[config.mk]
export PLATFORM = sky130hd
export DESIGN_NAME = seq_lock
export DESIGN_NICKNAME = d
export VERILOG_FILES = /design/src/rtl/seq_lock_pkg.sv /design/src/rtl/seq_lock_code_store.sv /design/src/rtl/seq_lock.sv
export SDC_FILE = /design/constraint.sdc
export NUM_CORES = 1
export LEC_CHECK = 0
export CAP_MARGIN = 5
export CORE_MARGIN = 8
export CORE_UTILIZATION = 35
export CTS_CLUSTER_DIAMETER = 80
export DETAILED_ROUTE_END_ITERATION = 8
export PLACE_DENSITY = 0.58
export SKIP_LAST_GASP = 1
export SLEW_MARGIN = 10
export SYNTH_ARGS = -nofsm -noshare
export SYNTH_HDL_FRONTEND = slang
export SYNTH_HIERARCHICAL = 1
export SYNTH_SLANG_ARGS = --single-unit
[constraint.sdc]
create_clock -name clock -period 4.1 [get_ports clock]
set_input_delay 1.23 -clock clock [delete_from_list [all_inputs] [get_ports clock]]
set_output_delay 1.23 -clock clock [all_outputs]
set_load 0.1 [all_outputs]
[src/rtl/seq_lock_pkg.sv]
// Shared types and defaults for the seq_lock combination lock: state encoding,
// default parameters, and a helper that extracts one digit from a packed code.
package seq_lock_pkg;

  typedef enum logic [2:0] {
    ST_ENTRY   = 3'd0,
    ST_OPEN    = 3'd1,
    ST_CHANGE  = 3'd2,
    ST_LOCKOUT = 3'd3,
    ST_ALARM   = 3'd4
  } state_t;

  localparam int DEF_DIGIT_W        = 4;
  localparam int DEF_NUM_DIGITS     = 3;
  localparam int DEF_MAX_FAILS      = 3;
  localparam int DEF_LOCKOUT_CYCLES = 100;
  localparam int DEF_RELOCK_CYCLES  = 500;
  localparam logic [DEF_NUM_DIGITS*DEF_DIGIT_W-1:0] DEF_CODE = {3{4'h6}};

  // Widest code / digit the helper handles; callers zero-extend and truncate.
  localparam int MAX_CODE_W  = 64;
  localparam int MAX_DIGIT_W = 16;

  function automatic logic [MAX_DIGIT_W-1:0] code_digit(
    input logic [MAX_CODE_W-1:0] code,
    input int                    idx,
    input int                    dw
  );
    logic [MAX_CODE_W-1:0]  sh;
    logic [MAX_DIGIT_W-1:0] mask;
    sh   = code >> (idx * dw);
    mask = (MAX_DIGIT_W'(1) << dw) - MAX_DIGIT_W'(1);
    return sh[MAX_DIGIT_W-1:0] & mask;
  endfunction

endpackage

[src/rtl/seq_lock_code_store.sv]
// Code store: live code plus shadow register, combinational read at idx, one-cycle commit.
// Commit copies the shadow including a digit written in the same cycle; reset restores DEFAULT_CODE.
module code_store
  import seq_lock_pkg::*;
#(
  parameter int DIGIT_W    = DEF_DIGIT_W,
  parameter int NUM_DIGITS = DEF_NUM_DIGITS,
  parameter logic [NUM_DIGITS*DIGIT_W-1:0] DEFAULT_CODE = DEF_CODE
) (
  input  logic                          clock,
  input  logic                          reset,
  input  logic [$clog2(NUM_DIGITS)-1:0] idx,
  output logic [DIGIT_W-1:0]            rd_digit,
  input  logic                          shadow_we,
  input  logic [DIGIT_W-1:0]            wr_digit,
  input  logic                          commit
);

  localparam int IDX_W  = $clog2(NUM_DIGITS);
  localparam int CODE_W = NUM_DIGITS * DIGIT_W;

  logic [CODE_W-1:0] code_q;
  logic [CODE_W-1:0] shadow_q;
  logic [CODE_W-1:0] shadow_nxt;

  always_comb begin
    shadow_nxt = shadow_q;
    for (int i = 0; i < NUM_DIGITS; i++) begin
      if (shadow_we && (idx == IDX_W'(i))) begin
        shadow_nxt[i*DIGIT_W +: DIGIT_W] = wr_digit;
      end
    end
  end

  always_ff @(posedge clock or posedge reset) begin
    if (reset) begin
      code_q   <= DEFAULT_CODE;
      shadow_q <= DEFAULT_CODE;
    end else begin
      shadow_q <= shadow_nxt;
      if (commit) begin
        code_q <= shadow_nxt;
      end
    end
  end

  assign rd_digit = DIGIT_W'(code_digit(MAX_CODE_W'(code_q), int'(idx), DIGIT_W));

endmodule

[src/rtl/seq_lock.sv]
// Multi-digit combination lock with timed lockout, sticky alarm and in-place code change; outputs
// registered, visible 1 cycle after a strobe; no backpressure (strobes dropped in LOCKOUT/ALARM). SEQ_LOCK_AUTO_RELOCK_EN adds OPEN timeout.
module seq_lock
  import seq_lock_pkg::*;
#(
  parameter int DIGIT_W        = DEF_DIGIT_W,
  parameter int NUM_DIGITS     = DEF_NUM_DIGITS,
  parameter int MAX_FAILS      = DEF_MAX_FAILS,
  parameter int LOCKOUT_CYCLES = DEF_LOCKOUT_CYCLES,
  parameter logic [NUM_DIGITS*DIGIT_W-1:0] DEFAULT_CODE = DEF_CODE,
  parameter int RELOCK_CYCLES  = DEF_RELOCK_CYCLES
) (
  input  logic                           clock,
  input  logic                           reset,
  input  logic [DIGIT_W-1:0]             digit,
  input  logic                           enter_pulse,
  input  logic                           change_pulse,
  output logic                           open,
  output logic                           new_code,
  output logic                           alarm,
  output logic                           locked_out,
  output logic [$clog2(NUM_DIGITS)-1:0]  digit_idx,
  output logic [$clog2(MAX_FAILS+1)-1:0] fail_count
);

  localparam int IDX_W = $clog2(NUM_DIGITS);
  localparam int FC_W  = $clog2(MAX_FAILS + 1);
  localparam int LK_W  = $clog2(LOCKOUT_CYCLES + 1);

  state_t            state;
  logic              mismatch_q;
  logic [LK_W-1:0]   lock_cnt;
  logic [DIGIT_W-1:0] code_digit_rd;
  logic              enter_only;
  logic              change_only;
  logic              last_digit;
  logic              digit_bad;
  logic              shadow_we;
  logic              commit;
`ifdef SEQ_LOCK_AUTO_RELOCK_EN
  localparam int RL_W = $clog2(RELOCK_CYCLES + 1);
  logic [RL_W-1:0]   relock_cnt;
`endif

  // Simultaneous strobes are treated as noise everywhere.
  assign enter_only  = enter_pulse & ~change_pulse;
  assign change_only = change_pulse & ~enter_pulse;
  assign last_digit  = (digit_idx == IDX_W'(NUM_DIGITS - 1));
  assign digit_bad   = (digit != code_digit_rd);
  assign shadow_we   = (state == ST_CHANGE) && enter_only;
  assign commit      = shadow_we && last_digit;

  code_store #(
    .DIGIT_W      (DIGIT_W),
    .NUM_DIGITS   (NUM_DIGITS),
    .DEFAULT_CODE (DEFAULT_CODE)
  ) u_code_store (
    .clock     (clock),
    .reset     (reset),
    .idx       (digit_idx),
    .rd_digit  (code_digit_rd),
    .shadow_we (shadow_we),
    .wr_digit  (digit),
    .commit    (commit)
  );

  always_ff @(posedge clock or posedge reset) begin
    if (reset) begin
      state      <= ST_ENTRY;
      open       <= 1'b0;
      new_code   <= 1'b0;
      alarm      <= 1'b0;
      locked_out <= 1'b0;
      digit_idx  <= '0;
      fail_count <= '0;
      mismatch_q <= 1'b0;
      lock_cnt   <= '0;
`ifdef SEQ_LOCK_AUTO_RELOCK_EN
      relock_cnt <= '0;
`endif
    end else begin
      case (state)
        ST_ENTRY: begin
          if (enter_only) begin
            if (last_digit) begin
              digit_idx  <= '0;
              mismatch_q <= 1'b0;
              if (!(mismatch_q || digit_bad)) begin
                state      <= ST_OPEN;
                open       <= 1'b1;
                fail_count <= '0;
`ifdef SEQ_LOCK_AUTO_RELOCK_EN
                relock_cnt <= RL_W'(RELOCK_CYCLES - 1);
`endif
              end else if (fail_count == FC_W'(MAX_FAILS - 1)) begin
                state      <= ST_ALARM;
                alarm      <= 1'b1;
                fail_count <= FC_W'(MAX_FAILS);
              end else begin
                state      <= ST_LOCKOUT;
                locked_out <= 1'b1;
                fail_count <= fail_count + 1'b1;
                lock_cnt   <= LK_W'(LOCKOUT_CYCLES - 1);
              end
            end else begin
              digit_idx  <= digit_idx + 1'b1;
              mismatch_q <= mismatch_q | digit_bad;
            end
          end else if (change_only) begin
            digit_idx  <= '0;
            mismatch_q <= 1'b0;
          end
        end

        ST_LOCKOUT: begin
          if (lock_cnt == '0) begin
            state      <= ST_ENTRY;
            locked_out <= 1'b0;
          end else begin
            lock_cnt <= lock_cnt - 1'b1;
          end
        end

        ST_OPEN: begin
          if (enter_only) begin
            state <= ST_ENTRY;
            open  <= 1'b0;
          end else if (change_only) begin
            state     <= ST_CHANGE;
            open      <= 1'b0;
            new_code  <= 1'b1;
            digit_idx <= '0;
          end
`ifdef SEQ_LOCK_AUTO_RELOCK_EN
          // Only a simultaneous strobe reaches here while still open; it just rearms the timer.
          else if (enter_pulse || change_pulse) begin
            relock_cnt <= RL_W'(RELOCK_CYCLES - 1);
          end else if (relock_cnt == '0) begin
            state <= ST_ENTRY;
            open  <= 1'b0;
          end else begin
            relock_cnt <= relock_cnt - 1'b1;
          end
`endif
        end

        ST_CHANGE: begin
          if (enter_only) begin
            if (last_digit) begin
              state     <= ST_ENTRY;
              new_code  <= 1'b0;
              digit_idx <= '0;
            end else begin
              digit_idx <= digit_idx + 1'b1;
            end
          end else if (change_only) begin
            state     <= ST_ENTRY;
            new_code  <= 1'b0;
            digit_idx <= '0;
          end
        end

        ST_ALARM: begin
          state <= ST_ALARM;
        end

        default: begin
          state      <= ST_ENTRY;
          open       <= 1'b0;
          new_code   <= 1'b0;
          alarm      <= 1'b0;
          locked_out <= 1'b0;
          digit_idx  <= '0;
          mismatch_q <= 1'b0;
        end
      endcase
    end
  end

endmodule

Word-level counts from Yosys, hierarchy flattened
Index checks and enable logic that the tools add are counted.
{"block": "classes", "n_eq_ne": 22, "shift": 1, "addsub": 3, "mux": 52, "n_div": 0, "reduce_logical": 24, "bitwise": 10, "multipliers": 0, "magnitude_cmp": 0}
{"op": "2-to-1 mux 7 bit", "count": 5}
{"op": "2-to-1 mux 3 bit", "count": 10}
{"op": "2-to-1 mux 1 bit", "count": 20}
{"op": "!= test 2 bit (second input constant)", "count": 10}
{"op": "AND reduction 6 bit", "count": 3}
{"op": "one-hot mux 3 bit (5 select lines)", "count": 1}
{"op": "AND reduction 5 bit", "count": 3}
{"op": "one-hot mux 7 bit (2 select lines)", "count": 1}
{"op": "2-to-1 mux 2 bit", "count": 6}
{"op": "2-to-1 mux 4 bit", "count": 3}
{"op": "!= test 3 bit (second input constant)", "count": 4}
{"op": "right shift 12 x 4 -> 4 bit", "count": 1}
{"op": "one-hot mux 1 bit (3 select lines)", "count": 3}
{"op": "OR reduction 3 bit", "count": 3}
{"op": "logical NOT 7 bit", "count": 1}
{"op": "inverter 1 bit", "count": 7}
{"op": "subtractor 7 x 1 -> 7 bit (second input constant)", "count": 1}
{"op": "== test 3 x 2 -> 1 bit (second input constant)", "count": 2}
{"op": "one-hot mux 2 bit (3 select lines)", "count": 1}
{"op": "adder 2 x 1 -> 2 bit (second input constant)", "count": 2}
{"op": "== test 2 bit (second input constant)", "count": 2}
{"op": "logical AND 1 bit", "count": 4}
{"op": "!= test 4 bit", "count": 1}
{"op": "one-hot mux 1 bit (2 select lines)", "count": 2}
{"op": "13 further kinds", "count": 16}
{"block": "totals", "latchBits": 0, "mem_bits_ro": 0, "mem_count": 0, "output_inout_bits": 8, "input_bits": 8, "word_cells": 123, "regBits": 43, "ram_bits": 0}

Depth between registers and ports, before layout
Gate-level depths: netlist of the first run.
{"block": "depth", "word_depth": 7, "ltp_mapped": 9, "mapped_depth_nobuf": 8}

By module
Netlist of the first run, hierarchy kept.
{"module": "seq_lock", "cells_each": 134, "seq_area_each_um2": 475.5, "area_per_inst_um2": 1163.6, "n_inst": 1}
{"module": "code_store", "cells_each": 67, "seq_area_each_um2": 615.6, "area_per_inst_um2": 1044.8, "n_inst": 1}

Worst setup path before layout of the first run
No wires, ideal clock.
{"block": "synth_path", "path_kind": "reg-to-reg", "startpoint": "reg digit_idx[1]", "endpoint": "reg lock_cnt[6]", "slack_ps": 1215, "setup_ps": 120, "arrival_ps": 2765, "path_buffers": 1, "synth_period_minus_slack_ps": 2885, "required_time_ps": 3980, "stages_incl_launch_ff": 10, "path_cell_list": "dfrtp_1 > buf_6 > and2b_2 > nand2_1 > o21ai_0 > xor2_1 > or4_1 > o21a_1 > and2_4 > o211a_1"}
{"block": "synth_between", "elab_chain_len": 5, "word_cells_on_any_way": 7, "cone_classes": "eq/ne (4); shift (1); reduce/logical (2)"}
{"item": "start, declared", "line": "seq_lock.sv:22", "text": "output logic [$clog2(NUM_DIGITS)-1:0] digit_idx,"}
{"item": "start signal, assigned", "line": "seq_lock.sv:106", "text": "digit_idx <= digit_idx + 1'b1;"}
{"item": "start signal, assigned", "line": "seq_lock.sv:154", "text": "digit_idx <= digit_idx + 1'b1;"}
{"item": "right shift 12 x 4 -> 4 bit", "line": "seq_lock_pkg.sv:31", "text": "sh = code >> (idx * dw);"}
{"item": "named net code_digit_rd[0]", "line": "seq_lock.sv:33", "text": "logic [DIGIT_W-1:0] code_digit_rd;"}
{"item": "!= test 4 bit", "line": "seq_lock.sv:49", "text": "assign digit_bad = (digit != code_digit_rd);"}
{"item": "logical OR 1 bit", "line": "seq_lock.sv:88", "text": "if (!(mismatch_q || digit_bad)) begin"}
{"item": "!= test 2 bit (no source line)"}
{"item": "AND reduction 6 bit (no source line)"}
{"item": "end signal, assigned", "line": "seq_lock.sv:103", "text": "lock_cnt <= LK_W'(LOCKOUT_CYCLES - 1);"}
{"item": "end signal, assigned", "line": "seq_lock.sv:120", "text": "lock_cnt <= lock_cnt - 1'b1;"}
{"item": "end, declared", "line": "seq_lock.sv:32", "text": "logic [LK_W-1:0] lock_cnt;"}
The timed path passes the listed nets, and every way through them passes these cells.
A chain may end at the register's enable or synchronous reset.

Worst setup path after layout of the first run
{"block": "layout_path", "startpoint": "reg open", "endpoint": "out open"}
{"item": "start, declared", "line": "seq_lock.sv:18", "text": "output logic open,"}
{"item": "start signal, assigned", "line": "seq_lock.sv:70", "text": "open <= 1'b0;"}
{"item": "start signal, assigned", "line": "seq_lock.sv:90", "text": "open <= 1'b1;"}
{"item": "start signal, assigned", "line": "seq_lock.sv:127", "text": "open <= 1'b0;"}
No word-level cell between the ends.

==> results.sh, run 1 <==
export IMPL_status="finished, final reports clean"
export IMPL_vias_per_cell=5.12
export IMPL_numCtsBuffers=5
export IMPL_worstPathMaxFanout=3
export IMPL_slew_viol_final=0
export IMPL_layout_commonest_cell="dfrtp_1"
export IMPL_finalCriticalPeriod_ns=3.07
export IMPL_cp_depth=1
export IMPL_gr_total_overflow=0
export IMPL_p_sw_uw=756
export IMPL_r2r_slack_ns=1.59
export IMPL_cp_num_buf_inv=1
export IMPL_p_int_uw=1020
export IMPL_path_delay_family="buffers and inverters"
export IMPL_worstReg2RegStart="digit_idx[1]"
export IMPL_holdBufCountCts=0
export IMPL_critical_path_required_ns=2.87
export IMPL_dr_pass1_iters=4
export IMPL_cp_data_arrival_time_ns=1.84
export IMPL_globalplace_congestion=0.771
export IMPL_register_area_um2=1090
export IMPL_vias=1520
export IMPL_numPortBuffers=15
export IMPL_synth_top_area_share_pct=35.1
export IMPL_swShare_pct=42.5
export IMPL_area_delta_synth_final_pct=15.2
export IMPL_synth_cells=201
export IMPL_path_class="reg -> out"
export IMPL_synthesis_nets=214
export IMPL_diodes=0
export IMPL_dp_hpwl_um=3030
export IMPL_fin_skew_ns=0.00672
export IMPL_yosys_top_cells_area="dfrtp_1 35%, dfstp_2 14%, mux2_2 8.2%"
export IMPL_endpoint="open"
export IMPL_setup_viol=0
export IMPL_max_freq_mhz=326
export IMPL_tightest_slew_ns=0.966
export IMPL_synth_cell_types=47
export IMPL_synth_largest_area_cell="dfrtp_1"
export IMPL_p_per_area_nw_per_um2=699
export IMPL_n_fill_cell=623
export IMPL_cp_startpoint="open"
export IMPL_die_h_um=95.4
export IMPL_drt_iter0_drc=56
export IMPL_cap_violations=0
export IMPL_combPwrFrac_pct=41.8
export IMPL_post_cts_resized=0
export IMPL_wirelength_um=4300
export IMPL_grt_pass1_vias=1496
export IMPL_grt_pass1_wl_um=7480
export IMPL_final_antenna_net_count=0
export IMPL_synthArstFlopShare_pct=100
export IMPL_post_cts_buffers=0
export IMPL_yosysSeqAreaShare_pct=49.4
export IMPL_grt_util_all_layers_pct=10.5
export IMPL_die_w_um=95.4
export IMPL_yosys_warnings=6
export IMPL_cts_tree="done"
export IMPL_hold_viol=0
export IMPL_p_leak_uw=0.00112
export IMPL_min_period_over_period_pct=74.8
export IMPL_crit_slowest_cell="clkdlybuf4s50_1"
export IMPL_setup_tns_ns=0
export IMPL_drt_drc_violations_left=0
export IMPL_clock_power_share_pct=18.1
export IMPL_cts_sinks=43
export IMPL_synth_area_um2=2210
export IMPL_path_clk_slew_ns=0.08
export IMPL_peakVddDrop_mv=0.459
export IMPL_hold_class="reg -> reg"
export IMPL_num_io_pins=16
export IMPL_row_count=29
export IMPL_cp_end_kind="primary output"
export IMPL_dieArea_um2=9110
export IMPL_slew_headroom_pct=35.4
export IMPL_clk_latency_ns=0.30
export IMPL_start_util_pct=35.4
export IMPL_power_frac_seq_pct=40.1
export IMPL_regToRegEndpoint="lock_cnt[6]"
export IMPL_slowest_delay_ns=1.15
export IMPL_synth_edf_count=0
export IMPL_drive_gt1_share_pct=25.0
export IMPL_rsz0062_at_grt="no"
export IMPL_multiInputGateArea_um2=1040
export IMPL_wl_per_cell_um=14.5
export IMPL_htree_levels=2
export IMPL_grt_max_degree=25
export IMPL_clockBufferDepth=2
export IMPL_dominantRegCellSynth="dfrtp_1"
export IMPL_whs_ns=0.486
export IMPL_syn_area_per_cell_um2=11.0
export IMPL_reg2reg_depth=8
export IMPL_clockRootBuffer="clkbuf_8"
export IMPL_path_cells="clkdlybuf4s50_1"
export IMPL_core_um2=6240
export IMPL_nets=232
export IMPL_antenna_found_initial=0
export IMPL_final_cell_mix="31 x dfrtp_1, 19 x nand2_1, 16 x o21ai_0, 16 x mux2_2, 13 x clkdlybuf4s50_1"
export IMPL_power_total_uw=1780
export IMPL_ys_ff_latch=43
export IMPL_crit_path_start_kind="flip-flop"
-- layer usage --
layer / track usage (%) / share of wire (%)
met1: 13.2 / 48
met2: 16.9 / 47
met3: 2.68 / 3.3
met4: 4.23 / 1.7
met5: 0 / 0
-- Yosys cell counts, types with 2 or more instances --
cell      count
dfrtp_1      31
or3_1         2
clkbuf_1      3
nand2_1      19
mux2_4        8
o31ai_1       4
ha_1          5
o21a_1        4
xnor2_1       3
inv_1        11
nand3_1       5
a31oi_1       7
o21ai_0      16
nor2_1       10
mux2_2       16
dfstp_2      12
nand3b_1      3
and3_1        2
a21oi_1       2
nor3_1        6
mux2i_1       5
nand2b_1      2
-- power by group through the flow --
| stage | sequential (uW) | combinational, uW | clock, uW |
|---|---|---|---|
| 4_1_cts | 714 | 748 | 336 |
| 3_3_place_gp | 720 | 739 | 0 |
| 3_5_place_dp | 719 | 749 | 0 |
| 6_report | 713 | 744 | 322 |
| 5_1_grt | 740 | 807 | 351 |
| 2_1_floorplan | 925 | 375 | 0 |
-- worst min-delay path by stage --
stage / startpoint / end / depth (start not counted) / slack [ns]
2_1_floorplan: u_code_store/shadow_q[4] / u_code_store/shadow_q[4] / 1 / 0.47
3_3_place_gp: alarm / alarm / 2 / 0.47
3_5_place_dp: alarm / alarm / 2 / 0.47
4_1_cts: alarm / alarm / 2 / 0.49
5_1_grt: alarm / alarm / 2 / 0.51
6_report: alarm / alarm / 2 / 0.49
-- per-stage QoR --
stage                     setup WS, ns  std cells  util [%]  cell area [um^2]
after floorplan                   1.21        201         -              2210
after global placement           0.746        289      39.0              2430
after detailed placement         0.722        289      39.0              2430
after CTS                         1.01        297      40.8              2540
after global routing             0.959        297      40.8              2540
final                             1.03        297      40.8              2540
-- cells by family (layout without fill, tap and decap cells) --
family / after synthesis / in the layout / synth area share [%]
DFF: 43 / 43 / 49.4
xor gates and xnor gates: 4 / 4 / 1.59
muxes: 29 / 29 / 15.9
adders and majority gates: 5 / 5 / 2.83
AOI/OAI and AO/OA: 42 / 42 / 12.3
buffers and inverters: 17 / 36 / 3.40
and+or+nand+nor: 61 / 61 / 14.6
-- sequential cells by signal, indices dropped and copies added, names as in the netlist --
signal and count:
u_code_store/code_q 12, u_code_store/shadow_q 12, lock_cnt 7, state 3, digit_idx 2, fail_count 2
alarm 1, locked_out 1, mismatch_q 1, new_code 1, open 1
-- layout make-up --
type,instances,area share (%)
well taps,77,3.79
inverters,11,1.62
repair buffers,17,6.30
clock buffers,7,4.23
multi-input cells,141,41.0
flip-flops and latches,43,42.9
clock inverters,1,0.197
-- worst register-to-register path: cells and delay by family (launching register included) --
kind / cells / cell delay [ns]
XOR/XNOR: 1 / 0.21
AO/OA/AOI/OAI: 3 / 0.54
AND/OR/NAND/NOR: 4 / 0.99
flip-flops: 1 / 0.68
Note: power is estimated with default switching activity, not from simulation.
==> run 2, diff against run 1 <==
==> constraint.sdc (replaced) <==
create_clock -name clock -period 2.85 [get_ports clock]
set_input_delay 0.855 -clock clock [delete_from_list [all_inputs] [get_ports clock]]
set_output_delay 0.855 -clock clock [all_outputs]
set_load 0.1 [all_outputs]
==> results.sh, run 2 (same netlist as run 1, synthesis figures left out) <==
export IMPL_wirelength_um=4490
export IMPL_gr_total_overflow=0
export IMPL_htree_levels=2
export IMPL_cts_tree="done"
export IMPL_met1_length_um=2190
export IMPL_grt_util_all_layers_pct=11.0
export IMPL_slew_headroom_pct=66.2
export IMPL_antenna_found_initial=0
export IMPL_slew_viol_final=0
export IMPL_crit_top_cell="mux2_4"
export IMPL_cap_violations=0
export IMPL_dieArea_um2=9110
export IMPL_num_io_pins=16
export IMPL_clockRootBuffer="clkbuf_8"
export IMPL_p_leak_uw=0.00114
export IMPL_die_w_um=95.4
export IMPL_met3_length_um=146
export IMPL_hold_viol=0
export IMPL_area_delta_synth_final_pct=16.4
export IMPL_post_cts_buffers=0
export IMPL_row_count=29
export IMPL_numPortBuffers=15
export IMPL_reg2reg_depth=8
export IMPL_wl_per_cell_um=14.7
export IMPL_post_cts_resized=0
export IMPL_fin_area_um2=2570
export IMPL_status="finished, final reports clean"
export IMPL_grt_pass1_wl_um=7840
export IMPL_fin_skew_ns=0.00428
export IMPL_min_period_over_period_pct=89.4
export IMPL_critical_path_required_ns=3.04
export IMPL_core_um2=6240
export IMPL_diodes=0
export IMPL_clockBufferDepth=2
export IMPL_whs_path_depth=2
export IMPL_drt_iter0_drc=75
export IMPL_numCtsBuffers=5
export IMPL_grt_pass1_vias=1628
export IMPL_dr_pass1_iters=4
export IMPL_crit_path_start_kind="input port"
export IMPL_start_util_pct=35.4
export IMPL_reg_largest_list="u_code_store/code_q: 12 flops, u_code_store/shadow_q: 12 flops, lock_cnt: 7 flops"
export IMPL_max_freq_mhz=392
export IMPL_cp_end_kind="flip-flop"
export IMPL_die_h_um=95.4
export IMPL_grt_max_degree=25
export IMPL_dp_hpwl_um=3230
export IMPL_power_total_uw=2510
export IMPL_worstPathMaxFanout=4
export IMPL_final_cell_mix="30 x dfrtp_1, 19 x nand2_1, 19 x buf_4"
export IMPL_finalCriticalPeriod_ns=2.55
export IMPL_nets=241
export IMPL_crit_slowest_cell="clkdlybuf4s50_1"
export IMPL_path_cells="clkdlybuf4s50_1 > ha_1 > and3_1 > or3b_4 > mux2_4 > mux2_4"
export IMPL_layout_commonest_cell="dfrtp_1"
export IMPL_final_antenna_net_count=0
export IMPL_vias_per_cell=5.15
export IMPL_slowest_delay_ns=0.49
export IMPL_met2_length_um=2090
export IMPL_hold_class="reg -> reg"
export IMPL_globalplace_congestion=0.786
export IMPL_rsz0062_at_grt="no"
export IMPL_setup_viol=0
export IMPL_placed_area_um2=2480
export IMPL_drt_drc_violations_left=0
export IMPL_drive_gt1_share_pct=30.6
export IMPL_path_class="in -> reg"
export IMPL_vias=1577
export IMPL_cts_sinks=43
export IMPL_utilization_pct=41.2
export IMPL_top_layer_used="met4"
export IMPL_cp_data_arrival_time_ns=2.74
export IMPL_path_clk_slew_ns=0.08
export IMPL_whs_ns=0.488
export IMPL_tightest_slew_ns=0.501
export IMPL_p_per_area_nw_per_um2=975
export IMPL_holdBufCountCts=0
export IMPL_clk_latency_ns=0.30
export IMPL_peakVddDrop_mv=0.527
-- run 2: cell count changes in the layout (fill, tap and decap cells not counted), sizes merged --
cell           before  now
buf                 4   19
clkbuf              7    6
clkdlybuf4s50      13    7
clkinvlp            0    1
-- run 2: cell type report --
type	instances	area, um^2
flip-flops and latches	43	1090
inverters	11	41.3
multi-input cells	141	1040
repair buffers	26	213
clock inverters	2	12.5
clock buffers	6	72.6
well taps	77	96.3
fillers	607	3670
-- run 2: worst paths after layout --
check / endpoint / startpoint / slack, ns
worst max register to register: lock_cnt[6] / digit_idx[1] / 0.48
min in group asynchronous: state[1] / reset / 0.90
worst min-delay path: alarm / alarm / 0.49
worst max-delay path: u_code_store/code_q[3] / enter_pulse / 0.30
max in group asynchronous: lock_cnt[2] / reset / 1.44
worst min register to register: alarm / alarm / 0.49
-- run 2: power breakdown --
group	total (uW)	internal [uW]	switching, uW
logic	1120	389	736
clock network	387	172	215
registers	994	843	151
-- run 2: worst max-delay path: cells and delay by family --
| kind | cells | cell delay, ns |
|---|---|---|
| buffers and inverters | 1 | 0.49 |
| and+or+nand+nor | 2 | 0.65 |
| muxes | 2 | 0.57 |
| adders and majority gates | 1 | 0.17 |
-- run 2: stage by stage --
stage / cells / setup TNS, ns / worst slack, ns
2_1_floorplan: 201 / 0 / 0.145
3_3_place_gp: 298 / 0 / 0.00631
3_5_place_dp: 298 / -0.0196 / -0.0103
4_1_cts: 306 / 0 / 0.308
5_1_grt: 306 / 0 / 0.215
6_report: 306 / 0 / 0.301
-- run 2: routing by layer --
metal  global-route usage, %  vias up
met2                    18.2       16
met4                    4.35        0
met5                       0        -
met3                    2.83        5
li1                        -      777
met1                    13.3      779
